## src/rtl/i2s_tx_serializer.sv

```systemverilog
// Philips I2S transmitter: owns the 256-mclk frame counter, captures one L/R pair per frame, shifts it out MSB-first.
// Latency: sample captured on the cnt 255->0 edge; left MSB on sdata at cnt 4..7, right MSB at cnt 132..135.
// Backpressure: none; the producer must present samples by cnt=255, otherwise underrun is counted and zeros go out.
module i2s_tx_serializer #(
  parameter int SAMPLE_BITS   = 16,
  parameter int UNDERRUN_BITS = 16
) (
  input  logic                     mclk,
  input  logic                     rst,
  input  logic [SAMPLE_BITS-1:0]   sample_l,
  input  logic [SAMPLE_BITS-1:0]   sample_r,
  input  logic                     sample_valid,
  input  logic                     mute,
  output logic [7:0]               m_sample_index,
  output logic                     frame_start,
  output logic                     bclk,
  output logic                     lrclk,
  output logic                     sdata,
  output logic [UNDERRUN_BITS-1:0] underrun_cnt
);

  logic [7:0]             r_cnt;
  logic [SAMPLE_BITS-1:0] r_hold_l;
  logic [SAMPLE_BITS-1:0] r_hold_r;

  logic [7:0]             w_cnt_nxt;
  logic                   w_capture;
  logic                   w_load_inputs;
  logic [SAMPLE_BITS-1:0] w_hold_l_nxt;
  logic [SAMPLE_BITS-1:0] w_hold_r_nxt;
  logic [4:0]             w_k5;
  logic [4:0]             w_idx;
  logic [31:0]            w_slot;
  logic                   w_sdata_nxt;
  logic                   w_und_inc;

  assign m_sample_index = r_cnt;
  assign w_cnt_nxt      = r_cnt + 8'd1;

  // The capture edge is the one taking cnt from 255 to 0.
  assign w_capture     = (r_cnt == 8'hFF);
  assign w_load_inputs = w_capture && !mute && sample_valid;
  assign w_und_inc     = w_capture && !mute && !sample_valid && !(&underrun_cnt);

  // Next hold contents: mute and underrun both force silence for the coming frame.
  always_comb begin
    w_hold_l_nxt = r_hold_l;
    w_hold_r_nxt = r_hold_r;
    if (w_capture) begin
      w_hold_l_nxt = w_load_inputs ? sample_l : '0;
      w_hold_r_nxt = w_load_inputs ? sample_r : '0;
    end
  end

  // Serial bit for the next count. Each word sits MSB-first in a 32-bit slot with
  // zero padding below it; slot bit 0 is never sent because period 0 of each half
  // is the one-BCLK I2S delay. Bit position within the slot is 32-k (mod 32).
  assign w_k5        = w_cnt_nxt[6:2];
  assign w_idx       = 5'd0 - w_k5;
  assign w_slot      = {(w_cnt_nxt[7] ? w_hold_r_nxt : w_hold_l_nxt), {(32-SAMPLE_BITS){1'b0}}};
  assign w_sdata_nxt = (w_k5 != 5'd0) && w_slot[w_idx];

  // Frame counter and hold registers; the hold pair only moves at the capture edge.
  always_ff @(posedge mclk or posedge rst) begin
    if (rst) begin
      r_cnt    <= 8'd0;
      r_hold_l <= '0;
      r_hold_r <= '0;
    end else begin
      r_cnt    <= w_cnt_nxt;
      r_hold_l <= w_hold_l_nxt;
      r_hold_r <= w_hold_r_nxt;
    end
  end

  // Serial outputs registered from next-count logic so they line up with cnt exactly.
  always_ff @(posedge mclk or posedge rst) begin
    if (rst) begin
      frame_start <= 1'b1;
      bclk        <= 1'b0;
      lrclk       <= 1'b0;
      sdata       <= 1'b0;
    end else begin
      frame_start <= (w_cnt_nxt == 8'd0);
      bclk        <= w_cnt_nxt[1];
      lrclk       <= w_cnt_nxt[7];
      sdata       <= w_sdata_nxt;
    end
  end

  // Saturating count of captures that found no valid sample while unmuted.
  always_ff @(posedge mclk or posedge rst) begin
    if (rst) begin
      underrun_cnt <= '0;
    end else if (w_und_inc) begin
      underrun_cnt <= underrun_cnt + 1'b1;
    end
  end

endmodule

```

## config.mk

```make
export PLATFORM = sky130hd
export DESIGN_NAME = i2s_tx_serializer
export DESIGN_NICKNAME = d
export VERILOG_FILES = /design/src/rtl/i2s_tx_serializer.sv
export SDC_FILE = /design/constraint.sdc
export NUM_CORES = 1
export LEC_CHECK = 0
export BUFFER_PORTS_ARGS = -buffer_cell sky130_fd_sc_hd__buf_2
export CORE_ASPECT_RATIO = 0.7
export CORE_MARGIN = 8
export CORE_UTILIZATION = 59
export CTS_CLUSTER_DIAMETER = 150
export DETAILED_ROUTE_END_ITERATION = 6
export HOLD_SLACK_MARGIN = 0.15
export PLACE_DENSITY = 0.85
export SKIP_LAST_GASP = 1
export SLEW_MARGIN = 40
export SYNTH_ARGS = -nofsm -noshare
export SYNTH_HDL_FRONTEND = slang
export SYNTH_SLANG_ARGS = --single-unit
```

## constraint.sdc

```tcl
create_clock -name mclk -period 4.47 [get_ports mclk]
set_clock_uncertainty 0.1 [all_clocks]
set_input_delay 0.447 -clock mclk [delete_from_list [all_inputs] [get_ports mclk]]
set_output_delay 0.447 -clock mclk [all_outputs]
set_load 0.01 [all_outputs]
```

Yosys cells after proc, flatten, opt, wreduce, memory -nomap -nowiden
Index checks and enable logic that the tools add are counted.

Memory bits (read-only): 0. Bits in latches: 0. Memories: 0. Word-level logic and storage cells: 31. Flip-flop bits (word level): 60. Bits in writable memories: 0. Output and inout bits: 28. Bits of input ports: 36.

Shift-type cells: 0. Reduce and logical (&&, ||, !) cells: 11. $add $sub $neg: 3. Bitwise gates (word level): 0. Multiplexer cells: 7. Order comparisons: 1. Eq/ne operators: 1. $mul: 0. Div/mod/pow operators: 0.

Operator list (number): 16-bit two-way mux (5); 16-bit by 1-bit adder with 16-bit output, second input constant (1); 16-bit AND reduction (1); 8-bit by 1-bit adder with 8-bit output, second input constant (1); 8-bit equality test, second input constant (1); 8-bit logical NOT (1); 5-bit by 6-bit less-than comparator with 1-bit output, second input constant (1); 1-bit binary-select mux with 5-bit select (1); 1-bit logical AND (5); 5-bit nonzero test (1); 1-bit by 5-bit subtractor with 5-bit output, first input constant (1); 1-bit logical NOT (3); 1-bit two-way mux (1).

Depth between registers and ports, before layout
Gate-level depths: netlist of run 1.

Depth in word-level cells: 9. Mapped depth: 11. Mapped depth without buffers: 10.

Worst setup path before layout of run 1
No wires, ideal clock.

Kind: register to register. From: reg r_cnt[1], in the netlist m_sample_index[1]. To: reg underrun_cnt[9]. Path slack: 1.908 ns. Clock period less this slack: 2.562 ns. Required time: 4.291 ns. Data arrival time: 2.383 ns. Stages on the path, launching flop included: 10. Path through: dfrtp_1 -> ha_1 -> and3_1 -> buf_4 -> nand2_4 -> or4_1 -> buf_2 -> or3_4 -> nor2_2 -> xor2_1.

Longest elaborated chain between the ends: 4.

RTL lines: start, declared (line 22) `logic [7:0] r_cnt;`; start signal, assigned (line 70) `r_cnt <= w_cnt_nxt;`; 8-bit equality test (line 41) `assign w_capture = (r_cnt == 8'hFF);`; 1-bit logical AND (3 in series) (line 43) `assign w_und_inc = w_capture && !mute && !sample_valid && !(&underrun_cnt);`; end signal, assigned (line 96) `underrun_cnt <= underrun_cnt + 1'b1;`; end, declared (line 19) `output logic [UNDERRUN_BITS-1:0] underrun_cnt`.

Every way passes these cells. A chain may end at the register's enable or synchronous reset.

Final worst setup path of run 1
From: reg r_cnt[0], in the netlist m_sample_index[0]. To: reg underrun_cnt[9].

The elaborated chain is that of the path after synthesis.

==> metrics.md, run 1 <==
| Metric | Value |
|---|---|
| Yosys top cell by area | dfrtp_1 |
| Setup bufs post-CTS | 0 |
| Final TNS setup | 0 ns |
| Yosys warnings | 0 |
| Cts-stage hold buffer count | 0 |
| Number of cells on the worst reg-to-reg path | 8 |
| I/O pin count | between 60 and 70 |
| Final std cells w/o fill | 446 |
| Share of cells above drive strength 1 | between 20% and 30% |
| Post-Syn Nets | 357 |
| Switch Pwr | roughly 0.23 mW |
| Least-Margin Pin Slew | 0.793 ns |
| Most common cell after layout, fill and taps aside | buf_2 |
| Core ar. | around 4900 um2 |
| Overflow after GRT | 0 |
| Initial core utilization | between 60% and 70% |
| Die Ht | between 70 and 80 um |
| Reg2reg start | m_sample_index[0]$_DFF_PP0_ |
| Post-Syn Area per Cell | between 9 and 10 um2 |
| # resized after CTS | 0 |
| Share of the synthesized area in the top cell type | a little under half |
| Post-DP HPWL | a little under 6000 um |
| Antenna diode count | 0 |
| CP Launch Type | flop |
| Multi-input combinational cell area | 1450 um2 |
| Die Wd | around 100 um |
| Pwr dens | around 320 nW/um2 |
| First-pass GRT wire length | between 10000 and 15000 um |
| CP Data Required Time | roughly 4.6 ns |
| Sw frac | about 20% |
| GP Congestion | ~0.84 |
| #FFs+latches synth | between 50 and 60 |
| Crit-path slowest cell | or4_1 |
| R2R Setup Slk | about 1.5 ns |
| Min Tclk post-route | between 3 and 4 ns |
| Launch point of the worst path | m_sample_index[0]$_DFF_PP0_ |
| Root Driver | clkbuf_8 |
| Min-delay worst type | input port to asynchronous set/reset pin |
| Critical path capture point type | flop |
| Placed Cells | 430 |
| Starting DRT DRC Count | about 270 |
| Routed vias | 2700 |
| Fill count | 363 |
| Leakage Power | about 1.4 nW |
| Clk slew on worst S/H paths | 0.07 ns |
| Peak Freq | around 330 MHz |
| RSZ-0062 raised after global routing | false |
| Pint | approximately 0.94 mW |
| DRT Wirelength | about 8100 um |
| Register area share after synthesis | roughly half |
| DIE AREA | about 7700 um2 |
| Count of final hold-check violations | 0 |
| Most frequent cells in the layout | 63 x buf_2, 57 x dfrtp_1, 42 x o21ai_0, 40 x nand2_1, 28 x nand4_1 |
| Initial antenna violation count | 0 |
| Post-DRT Antenna Nets | 0 |
| Clk sinks | between 50 and 60 |
| Final Slew Violations | 0 |
| Outcome | finished, final reports clean |
| Row Count | 21 |
| Crit path largest cell delay | 0.65 ns |
| Routed length per placed instance | ~18 um |
| Mapped Area | approximately 3000 um2 |
| WP buf/inv | 1 |
| Setup CP Type | flop to flop |
| DRT Pass-1 Iters | 5 |
| Max clock buf depth | 2 |
| Worst-Skew Late Latency | about 0.35 ns |
| H-tree levels | 3 |
| Number of global-route vias before repair | ~2600 |
| Maxcap violations | 0 |
| Synthesized instance count | between 300 and 400 |
| WP data arrival | approximately 3.2 ns |
| Via/cell ratio | about 6.1 |
| CP top delay family | simple AND/OR/NAND/NOR gates |
| Drc violations | 0 |
| Clock power frac | between 50% and 60% |
| Max VDD drop | 302 uV |
| Register area | between 1000 and 1500 um2 |
| Sequential power share | 45.3% |
| CTS tree | yes |
| Period utilization | 67.4% |
| Comb power frac | roughly 3.5% |
| P&R area growth vs syn | 20.2% |
| Max_slew headroom | 46.7% |
| Nets@finish | 413 |
| PortBufs | 63 |
| Largest net degree at the start of global routing | 59 |
| Total track usage | a little over a fifth |
| Final count of negative-setup-slack endpoints | 0 |
| Synth area leaders | dfrtp_1 47%, o21ai_0 6.9%, o211ai_1 6.0% |
| Finished Core Util | between 70% and 80% |
| Post-synth cell types | 36 |
| TritonCTS buffer count | 9 |
| R2R Path End | underrun_cnt[9]$_DFFE_PP0P_ |
| Crit path max fanout | 27 |
| CP Cell Sequence | ha_1 > and3_1 > buf_4 > nand2_4 > or4_1 > or3_4 > nor2_2 > xor2_1 |
per-stage QoR:
stage	power (mW)	hold WS, ns	cell area (um2)	worst slack [ns]
6_report	1.18	0.202	3640	1.46
5_1_grt	1.21	0.278	3640	1.33
4_1_cts	1.19	0.222	3630	1.47
3_5_place_dp	0.585	0.382	3380	1.50
3_3_place_gp	0.583	0.373	3360	1.62
2_1_floorplan	0.560	0.376	3030	1.91
power groups by stage:
stage                     registers, mW  logic, mW  clock network, mW
after global placement            0.542     0.0409                  0
after floorplan                   0.544     0.0159                  0
after detailed placement          0.543     0.0425                  0
after CTS                         0.533     0.0429              0.610
after global routing              0.534     0.0479              0.628
final                             0.533     0.0418              0.603
state kept, by name, summed over array words and instances (netlist names):
signal / count
r_hold_l: 16
r_hold_r: 16
underrun_cnt: 16
m_sample_index: 7
frame_start: 1
lrclk: 1
sdata: 1
metal layers:
metal / track usage, % / share of wire (%) / vias up / wire, um
met5: 0 / 0 / - / 0
li1: - / - / 1278 / -
met3: 7.76 / 8.7 / 13 / 705
met2: 31.9 / 46 / 127 / 3720
met4: 5.63 / 1.1 / 0 / 91
met1: 28.5 / 44 / 1282 / 3560
Yosys cell counts (all sizes together):
cell type,count
o211ai,24
or4,1
mux2,1
o2111ai,8
buf,8
nand2b,1
nor2,8
nand4,28
or3,1
a21oi,2
xor2,8
o21ai,43
nor3,5
clkbuf,16
dfstp,1
ha,5
nand2,41
nand3,12
dfrtp,57
and4,3
inv,9
nor4,4
mux2i,5
or2,1
and3,3
a211oi,5
xnor2,14
nor2b,2
worst max path at each step:
| stage | endpoint | slack, ns | depth (start not counted) |
|---|---|---|---|
| final | underrun_cnt[9]$_DFFE_PP0P_ | 1.46 | 8 |
| after global routing | underrun_cnt[15]$_DFFE_PP0P_ | 1.33 | 8 |
| after CTS | underrun_cnt[9]$_DFFE_PP0P_ | 1.47 | 8 |
| after detailed placement | underrun_cnt[15]$_DFFE_PP0P_ | 1.50 | 8 |
| after global placement | underrun_cnt[15]$_DFFE_PP0P_ | 1.62 | 8 |
| after floorplan | underrun_cnt[9]$_DFFE_PP0P_ | 1.91 | 9 |
cell type report:
cell class / count / area share (%)
Tap cell: 69 / 2.37
Clock inverter: 5 / 2.75
Multi-Input combinational cell: 225 / 39.9
Inverter: 9 / 0.929
Clock buffer: 11 / 4.16
Timing Repair Buffer: 69 / 9.91
Sequential cell: 58 / 40.0
cells by family (layout without fill, tap and decap cells):
kind of cell    after synthesis  in the layout  synth area share (%)
simple gates                110            110                  19.4
compound gates               82             82                  17.0
flops                        58             58                  48.0
buf+inv                      33             94                  4.92
xor+xnor                     22             22                  6.62
mux                           6              6                  2.03
fa+ha+maj                     5              5                  2.07
tightest hold or removal path, cell delays in order:
cell and delay, ns:
buf_2 0.10, inv_2 0.04, buf_4 0.56
Note: power is estimated with default switching activity, not from simulation.
==> run 2: changes to the inputs <==
--- a/config.mk
+++ b/config.mk
@@ -5,14 +5,15 @@
 export SDC_FILE = /design/constraint.sdc
 export NUM_CORES = 1
 export LEC_CHECK = 0
+export ABC_AREA = 1
 export BUFFER_PORTS_ARGS = -buffer_cell sky130_fd_sc_hd__buf_2
 export CORE_ASPECT_RATIO = 0.7
 export CORE_MARGIN = 8
-export CORE_UTILIZATION = 59
+export CORE_UTILIZATION = 56
 export CTS_CLUSTER_DIAMETER = 150
 export DETAILED_ROUTE_END_ITERATION = 6
 export HOLD_SLACK_MARGIN = 0.15
-export PLACE_DENSITY = 0.85
+export PLACE_DENSITY = 0.8
 export SKIP_LAST_GASP = 1
 export SLEW_MARGIN = 40
 export SYNTH_ARGS = -nofsm -noshare
==> constraint.sdc (replaced) <==
create_clock -name mclk -period 3.1 [get_ports mclk]
set_clock_uncertainty 0.1 [all_clocks]
set_input_delay 0.31 -clock mclk [delete_from_list [all_inputs] [get_ports mclk]]
set_output_delay 0.31 -clock mclk [all_outputs]
set_load 0.01 [all_outputs]
==> run 2 against run 1 <==
  * Synthesized cell count increased by 34%
  * Die area increased by 15%
  * Area after synthesis increased by 12%
  * Worst hold slack got worse by 0.045 ns
  * Clock-buffer cell count increased by 3
  * Flip-flop and latch count unchanged
  * Clock power increased by 6.8%
  * Non-clock buffer count increased by 13
  * Core utilization decreased by 5.2 points
  * Cell area increased by 11%
  * Critical path type unchanged
  * Critical endpoint is now sdata$_DFF_PP0_
  * Highest routed layer unchanged
==> metrics.md, run 2 <==
| Metric | Value |
|---|---|
| DRT Pass-1 Iters | 5 (unchanged) |
| CP top delay family | adder cells (was simple AND/OR/NAND/NOR gates) |
| Final count of negative-setup-slack endpoints | 0 (unchanged) |
| Dominant cell by count in the synthesized netlist | inv_1 (was dfrtp_1) |
| Clk sinks | 58 (unchanged) |
| Starting DRT DRC Count | 281 (was 272) |
| Leakage Power | 2.11 nW (was 1.42 nW) |
| Outcome | finished, final reports clean (unchanged) |
| First-pass GRT wire length | 14500 um (was 13200 um) |
| Leading register cell type out of synthesis | dfrtp_1 (unchanged) |
| WP data arrival | 2.62 ns (was 3.17 ns) |
| Total power draw | 1.48 mW (was 1.18 mW) |
| CTS tree | yes (unchanged) |
| Post-DRT Antenna Nets | 0 (unchanged) |
| I/O pin count | 64 (unchanged) |
| Count of final hold-check violations | 0 (unchanged) |
| Largest regs | r_hold_l x16, r_hold_r x16, underrun_cnt x16 (unchanged) |
| # resized after CTS | 0 (unchanged) |
| Setup bufs post-CTS | 0 (unchanged) |
| Cell count along the critical path | 12 (was 8) |
| Root Driver | clkbuf_8 (unchanged) |
| Initial core utilization | 58.6% (was 62.2%) |
| Multi-input combinational cell area | 1480 um2 (was 1450 um2) |
| Final Slew Violations | 0 (unchanged) |
| CP Cell Sequence | ha_1 > xor2_1 > buf_4 > clkinv_1 > ha_1 > xor2_1 > inv_1 > nand3_1 > nand2_1 > nand2_1 > nand2_1 > nor2_1 (was ha_1 > and3_1 > buf_4 > nand2_4 > or4_1 > or3_4 > nor2_2 > xor2_1) |
| Share of the synthesized area in the top cell type | 42.1% (was 47.1%) |
| Drc violations | 0 (unchanged) |
| DRT Wirelength | 8800 um (was 8080 um) |
| Max clock buf depth | 2 (unchanged) |
| Die Ht | 81.1 um (was 75.9 um) |
| CP Data Required Time | 3.27 ns (was 4.63 ns) |
| Number of cells on the worst reg-to-reg path | 12 (was 8) |
| RSZ-0062 raised after global routing | false (unchanged) |
| Nets@finish | 534 (was 413) |
| Period utilization | 79.2% (was 67.4%) |
| Die Wd | 109 um (was 102 um) |
| Fill count | 482 (was 363) |
| Row Count | 23 (was 21) |
| Number of global-route vias before repair | 3022 (was 2644) |
| Worst-Skew Late Latency | 0.34 ns (was 0.35 ns) |
| Post-DP HPWL | 6090 um (was 5790 um) |
| Largest net degree at the start of global routing | 59 (unchanged) |
| Most frequent cells in the layout | 82 x inv_1, 64 x nand3_1, 63 x nand2_1, 63 x buf_2, 57 x dfrtp_1 (was 63 x buf_2, 57 x dfrtp_1, 42 x o21ai_0, 40 x nand2_1, 28 x nand4_1) |
| Max VDD drop | 270 uV (was 302 uV) |
| Finished Core Util | 69.6% (was 74.8%) |
| WP buf/inv | 3 (was 1) |
| Clk slew on worst S/H paths | 0.06 ns (was 0.07 ns) |
| R2R Setup Slk | 0.65 ns (was 1.46 ns) |
| Overflow after GRT | 0 (unchanged) |
| Max_slew headroom | 53.0% (was 46.7%) |
| CP Launch Type | flop (unchanged) |
| Crit path top cell by count | nand2_1 |
| Min Tclk post-route | 2.45 ns (was 3.01 ns) |
| Post-Syn Area per Cell | 7.97 um2 (was 9.57 um2) |
| Maxcap violations | 0 (unchanged) |
| H-tree levels | 3 (unchanged) |
| Final std cells w/o fill | 573 (was 446) |
| GP Congestion | 0.896 (was 0.836) |
| Yosys warnings | 0 (unchanged) |
| Via/cell ratio | 5.45 (was 6.05) |
| Initial antenna violation count | 0 (unchanged) |
| Most common cell after layout, fill and taps aside | inv_1 (was buf_2) |
| Post-synth cell types | 31 (was 36) |
| Pwr dens | 368 nW/um2 (was 324 nW/um2) |
| P&R area growth vs syn | 18.9% (was 20.2%) |
| Antenna diode count | 0 (unchanged) |
| Synthesized instance count | 425 (was 316) |
| Routed length per placed instance | 15.4 um (was 18.1 um) |
| Top post-synthesis cells by count | 83 x inv_1, 64 x nand3_1, 63 x nand2_1, 57 x dfrtp_1, 32 x o31ai_1 (was 57 x dfrtp_1, 42 x o21ai_0, 40 x nand2_1, 28 x nand4_1, 24 x o211ai_1) |
| Hold Startpoint | sample_l[8] |
| PortBufs | 63 (unchanged) |
| Register area share after synthesis | 42.9% (was 48.0%) |
| Share of cells above drive strength 1 | 19.7% (was 27.6%) |
| #FFs+latches synth | 58 (unchanged) |
| Critical path capture point type | flop (unchanged) |
| Crit path max fanout | 11 (was 27) |
| Placed Cells | 545 (was 430) |
| Register area | 1450 um2 (unchanged) |
| FFs w/ async S/R, synth | 100% (unchanged) |
| Hold Path Sink | r_hold_l[8]$_DFF_PP0_ |
| Yosys top cell by area | dfrtp_1 (unchanged) |
| Cts-stage hold buffer count | 12 (was 0) |
| DIE AREA | 8840 um2 (was 7710 um2) |
| Peak Freq | 408 MHz (was 332 MHz) |
| Routed vias | 3123 (was 2700) |
| EDFF count, synth | 0 (unchanged) |
| Post-Syn Nets | 466 (was 357) |
| Core ar. | 5780 um2 (was 4860 um2) |
| Min-delay worst type | input port to flop (was input port to asynchronous set/reset pin) |
| Setup CP Type | flop to flop (unchanged) |
| TritonCTS buffer count | 9 (unchanged) |
| Crit-path slowest cell | dfrtp_1 (was or4_1) |
| Total track usage | 20.7% (was 21.4%) |
| Hold path depth | 3 |
| Mapped Area | 3390 um2 (was 3030 um2) |
| R2R Path End | sdata$_DFF_PP0_ (was underrun_cnt[9]$_DFFE_PP0P_) |
| Final TNS setup | 0 ns (unchanged) |
| Crit path largest cell delay | 0.43 ns (was 0.65 ns) |
| Least-Margin Pin Slew | 0.705 ns (was 0.793 ns) |
| Synth area leaders | dfrtp_1 42%, nand3_1 9.5%, inv_1 9.2% (was dfrtp_1 47%, o21ai_0 6.9%, o211ai_1 6.0%) |
| Reg2reg start | m_sample_index[1]$_DFF_PP0_ (was m_sample_index[0]$_DFF_PP0_) |
[run 2: cell count changes in the layout (fill, tap and decap cells not counted), sizes merged, moves of 26 or more]
cell	delta
inv	+78
nand4	-26
nand3	+54
o31ai	+32
o22ai	+29
o21ai	-42
[run 2: area by class of cell]
| cell class | instances | area share [%] |
|---|---|---|
| tap | 75 | 2.33 |
| clock buffer | 14 | 4.29 |
| inverter | 88 | 8.20 |
| sequential | 58 | 36.1 |
| clock inverter | 2 | 0.249 |
| multi-input combinational | 254 | 36.7 |
| timing repair buffer | 82 | 12.2 |
[run 2: logic make-up after synthesis]
logic type                 after synthesis  share of synthesized area, %
and+or+nand+nor                        159                          22.1
AOI/OAI and AO/OA                       68                          13.9
DFF                                     58                          42.9
xor gates and xnor gates                22                          5.69
buffers and inverters                  113                          13.6
adders and majority gates                5                          1.85
[run 2: metrics by stage]
stage	hold slack, ns	worst slack, ns	instance area, um2
2_1_floorplan	0.365	1.03	3390
3_3_place_gp	0.375	0.877	3720
3_5_place_dp	0.381	0.675	3720
4_1_cts	0.151	0.674	4020
5_1_grt	0.164	0.475	4030
6_report	0.157	0.646	4030
[run 2: how the worst max path moves through the flow]
stage,from,to,slack [ns]
finish,m_sample_index[1]$_DFF_PP0_,sdata$_DFF_PP0_,0.65
global route,m_sample_index[1]$_DFF_PP0_,sdata$_DFF_PP0_,0.47
CTS,m_sample_index[1]$_DFF_PP0_,sdata$_DFF_PP0_,0.67
detailed placement,m_sample_index[0]$_DFF_PP0_,sdata$_DFF_PP0_,0.67
global placement,m_sample_index[0]$_DFF_PP0_,sdata$_DFF_PP0_,0.88
floorplan,m_sample_index[0]$_DFF_PP0_,sdata$_DFF_PP0_,1.03
[run 2: power by group]
group / switching, mW / internal (mW)
clock network: 0.290 / 0.354
logic: 0.0505 / 0.0320
registers: 0 / 0.757
total: 0.341 / 1.14
[run 2: layer usage]
layer | track usage, % | wire length (um)
met5 | 0 | 0
met4 | 6.39 | 87
met3 | 6.32 | 675
met2 | 29.6 | 3830
met1 | 29.3 | 4210
[run 2: worst register-to-register path: cells and delay by family (launching register included)]
kind / cells / cell delay, ns
adders and majority gates: 2 / 0.57
buffers and inverters: 3 / 0.55
DFF: 1 / 0.43
xor gates and xnor gates: 2 / 0.40
and+or+nand+nor: 5 / 0.34
==> run 3: changes to the inputs <==
==> constraint.sdc (replaced) <==
create_clock -name mclk -period 2.5 [get_ports mclk]
set_clock_uncertainty 0.1 [all_clocks]
set_input_delay 0.25 -clock mclk [delete_from_list [all_inputs] [get_ports mclk]]
set_output_delay 0.25 -clock mclk [all_outputs]
set_load 0.01 [all_outputs]
==> run 3 against run 2 <==
  * Core utilization grew 3.3 points
  * Non-clock buffer count grew 19
  * Critical path depth grew 1
  * Final cell count grew 3.0%
  * Global-route usage grew 1.1 points
  * Clock-buffer cell count is the same
  * Die area is the same
  * First-iteration DRC count grew 43%
==> metrics.md, run 3 (synthesized netlist as in run 2, its figures left out) <==
| Metric | Value |
|---|---|
| Final hold slack | 0.168 ns (was 0.157 ns) |
| Final Slew Violations | 0 (unchanged) |
| Starting DRT DRC Count | 401 (was 281) |
| Maxcap violations | 0 (unchanged) |
| Setup bufs post-CTS | 0 (unchanged) |
| Die Ht | 81.1 um (unchanged) |
| Core ar. | 5780 um2 (unchanged) |
| Hold Startpoint | sample_l[11] (was sample_l[8]) |
| Routed vias | 3234 (was 3123) |
| Reg2reg start | m_sample_index[1]$_DFF_PP0_ (unchanged) |
| Initial antenna violation count | 0 (unchanged) |
| Peak Freq | 457 MHz (was 408 MHz) |
| Most common cell after layout, fill and taps aside | inv_1 (unchanged) |
| Least-Margin Pin Slew | 0.699 ns (was 0.705 ns) |
| Share of cells above drive strength 1 | 18.4% (was 19.7%) |
| Antenna diode count | 0 (unchanged) |
| Cts-stage hold buffer count | 30 (was 12) |
| DRT Pass-1 Iters | 5 (unchanged) |
| Row Count | 23 (unchanged) |
| Final TNS setup | 0 ns (unchanged) |
| CP Data Required Time | 2.63 ns (was 3.27 ns) |
| Most frequent cells in the layout | 82 x inv_1, 64 x nand3_1, 63 x nand2_1, 63 x buf_2, 57 x dfrtp_1 (unchanged) |
| Min Tclk post-route | 2.19 ns (was 2.45 ns) |
| Via/cell ratio | 5.48 (was 5.45) |
| Largest net degree at the start of global routing | 45 (was 59) |
| Number of global-route vias before repair | 3210 (was 3022) |
| Post-DRT Antenna Nets | 0 (unchanged) |
| Max clock buf depth | 2 (unchanged) |
| DRT Wirelength | 9170 um (was 8800 um) |
| GP Congestion | 0.896 (about the same) |
| Clk slew on worst S/H paths | 0.06 ns (about the same) |
| Post-DP HPWL | 6250 um (was 6090 um) |
| Final count of negative-setup-slack endpoints | 0 (unchanged) |
| Critical path capture point type | flop (unchanged) |
| CP Launch Type | flop (unchanged) |
| R2R Setup Slk | 0.31 ns (was 0.65 ns) |
| Launch point of the worst path | m_sample_index[1]$_DFF_PP0_ (unchanged) |
| Initial core utilization | 58.6% (unchanged) |
| Period utilization | 87.6% (was 79.2%) |
| Max VDD drop | 318 uV (was 270 uV) |
| Max_slew headroom | 53.4% (was 53.0%) |
| # resized after CTS | 0 (unchanged) |
| Finished Core Util | 72.9% (was 69.6%) |
| WP data arrival | 2.32 ns (was 2.62 ns) |
| Nets@finish | 553 (was 534) |
| Overflow after GRT | 0 (unchanged) |
| CTS tree | yes (unchanged) |
| TritonCTS buffer count | 9 (unchanged) |
| Setup CP Type | flop to flop (unchanged) |
| First-pass GRT wire length | 15200 um (was 14500 um) |
| Worst-Skew Late Latency | 0.34 ns (about the same) |
| Clk sinks | 58 (unchanged) |
| H-tree levels | 3 (unchanged) |
| Root Driver | clkbuf_8 (unchanged) |
| Pwr dens | 425 nW/um2 (was 368 nW/um2) |
| Outcome | finished, final reports clean (unchanged) |
| Die Wd | 109 um (unchanged) |
| DIE AREA | 8840 um2 (unchanged) |
| Routed length per placed instance | 15.5 um (was 15.4 um) |
| Total track usage | 21.8% (was 20.7%) |
| PortBufs | 63 (unchanged) |
| P&R area growth vs syn | 24.5% (was 18.9%) |
| Leakage Power | 2.18 nW (was 2.11 nW) |
| I/O pin count | 64 (unchanged) |
| Crit path max fanout | 21 (was 11) |
| Largest regs | r_hold_l x16, r_hold_r x16, underrun_cnt x16 (unchanged) |
| Min-delay worst type | input port to flop (unchanged) |
| Drc violations | 0 (unchanged) |
| RSZ-0062 raised after global routing | false (unchanged) |
| Count of final hold-check violations | 0 (unchanged) |
run 3: changes by cell type in the layout (fill, tap and decap cells not counted):
cell           previous run  this run
buf_12                    0         3
clkbuf_1                  2         4
dlygate4sd3_1            12        30
clkinv_2                  2         0
buf_4                     6         5
clkbuf_8                 12        10
buf_6                     1         0
run 3: critical path: stages, from the launching register on:
cell and delay (ns):
dfrtp_1 0.40, ha_1 0.23, nand3_2 0.14, nor2_4 0.22, buf_4 0.28, o31ai_1 0.11
nand3_1 0.13, nand3_1 0.11, nand3_1 0.09, nand3_1 0.06, nand2_1 0.07, nand2_1 0.04
nand2_1 0.07, nor2_1 0.04
run 3: worst paths after layout:
kind	endpoint	cells after the start
setup / recovery	sdata$_DFF_PP0_	13
hold / removal	r_hold_l[11]$_DFF_PP0_	4
setup reg to reg	sdata$_DFF_PP0_	13
hold reg to reg	r_hold_l[3]$_DFF_PP0_	1
max in group asynchronous	m_sample_index[5]$_DFF_PP0_	4
min in group asynchronous	r_hold_r[0]$_DFF_PP0_	3
run 3: power by group:
part           internal, mW  switching [mW]  leakage [nW]
Sequential            0.939               0         0.599
Clock                 0.377           0.344        0.0766
Combinational        0.0618          0.0690          1.51
run 3: layer usage:
metal / global-route usage, % / wire length (um) / up-vias
met5: 0 / 0 / -
met4: 6.94 / 103 / 0
met3: 6.80 / 692 / 12
met2: 34.0 / 4200 / 132
met1: 28.5 / 4170 / 1514
li1: - / - / 1576
run 3: through the flow:
step           instances  area, um2  worst slack [ns]  total power [mW]
6_report             590       4220             0.311              1.79
5_1_grt              590       4220            0.0866              1.86
4_1_cts              590       4220             0.318              1.81
3_5_place_dp         546       3770             0.321              1.05
3_3_place_gp         546       3770             0.431              1.05
2_1_floorplan        425       3390             0.435              1.00
run 3: cell type report:
class / count / area (um2)
Timing Repair Buffer: 101 / 713
Multi-Input combinational cell: 254 / 1480
Clock buffer: 14 / 153
Inverter: 88 / 330
Sequential cell: 58 / 1450
Tap cell: 75 / 93.8
Fill cell: 449 / 1570
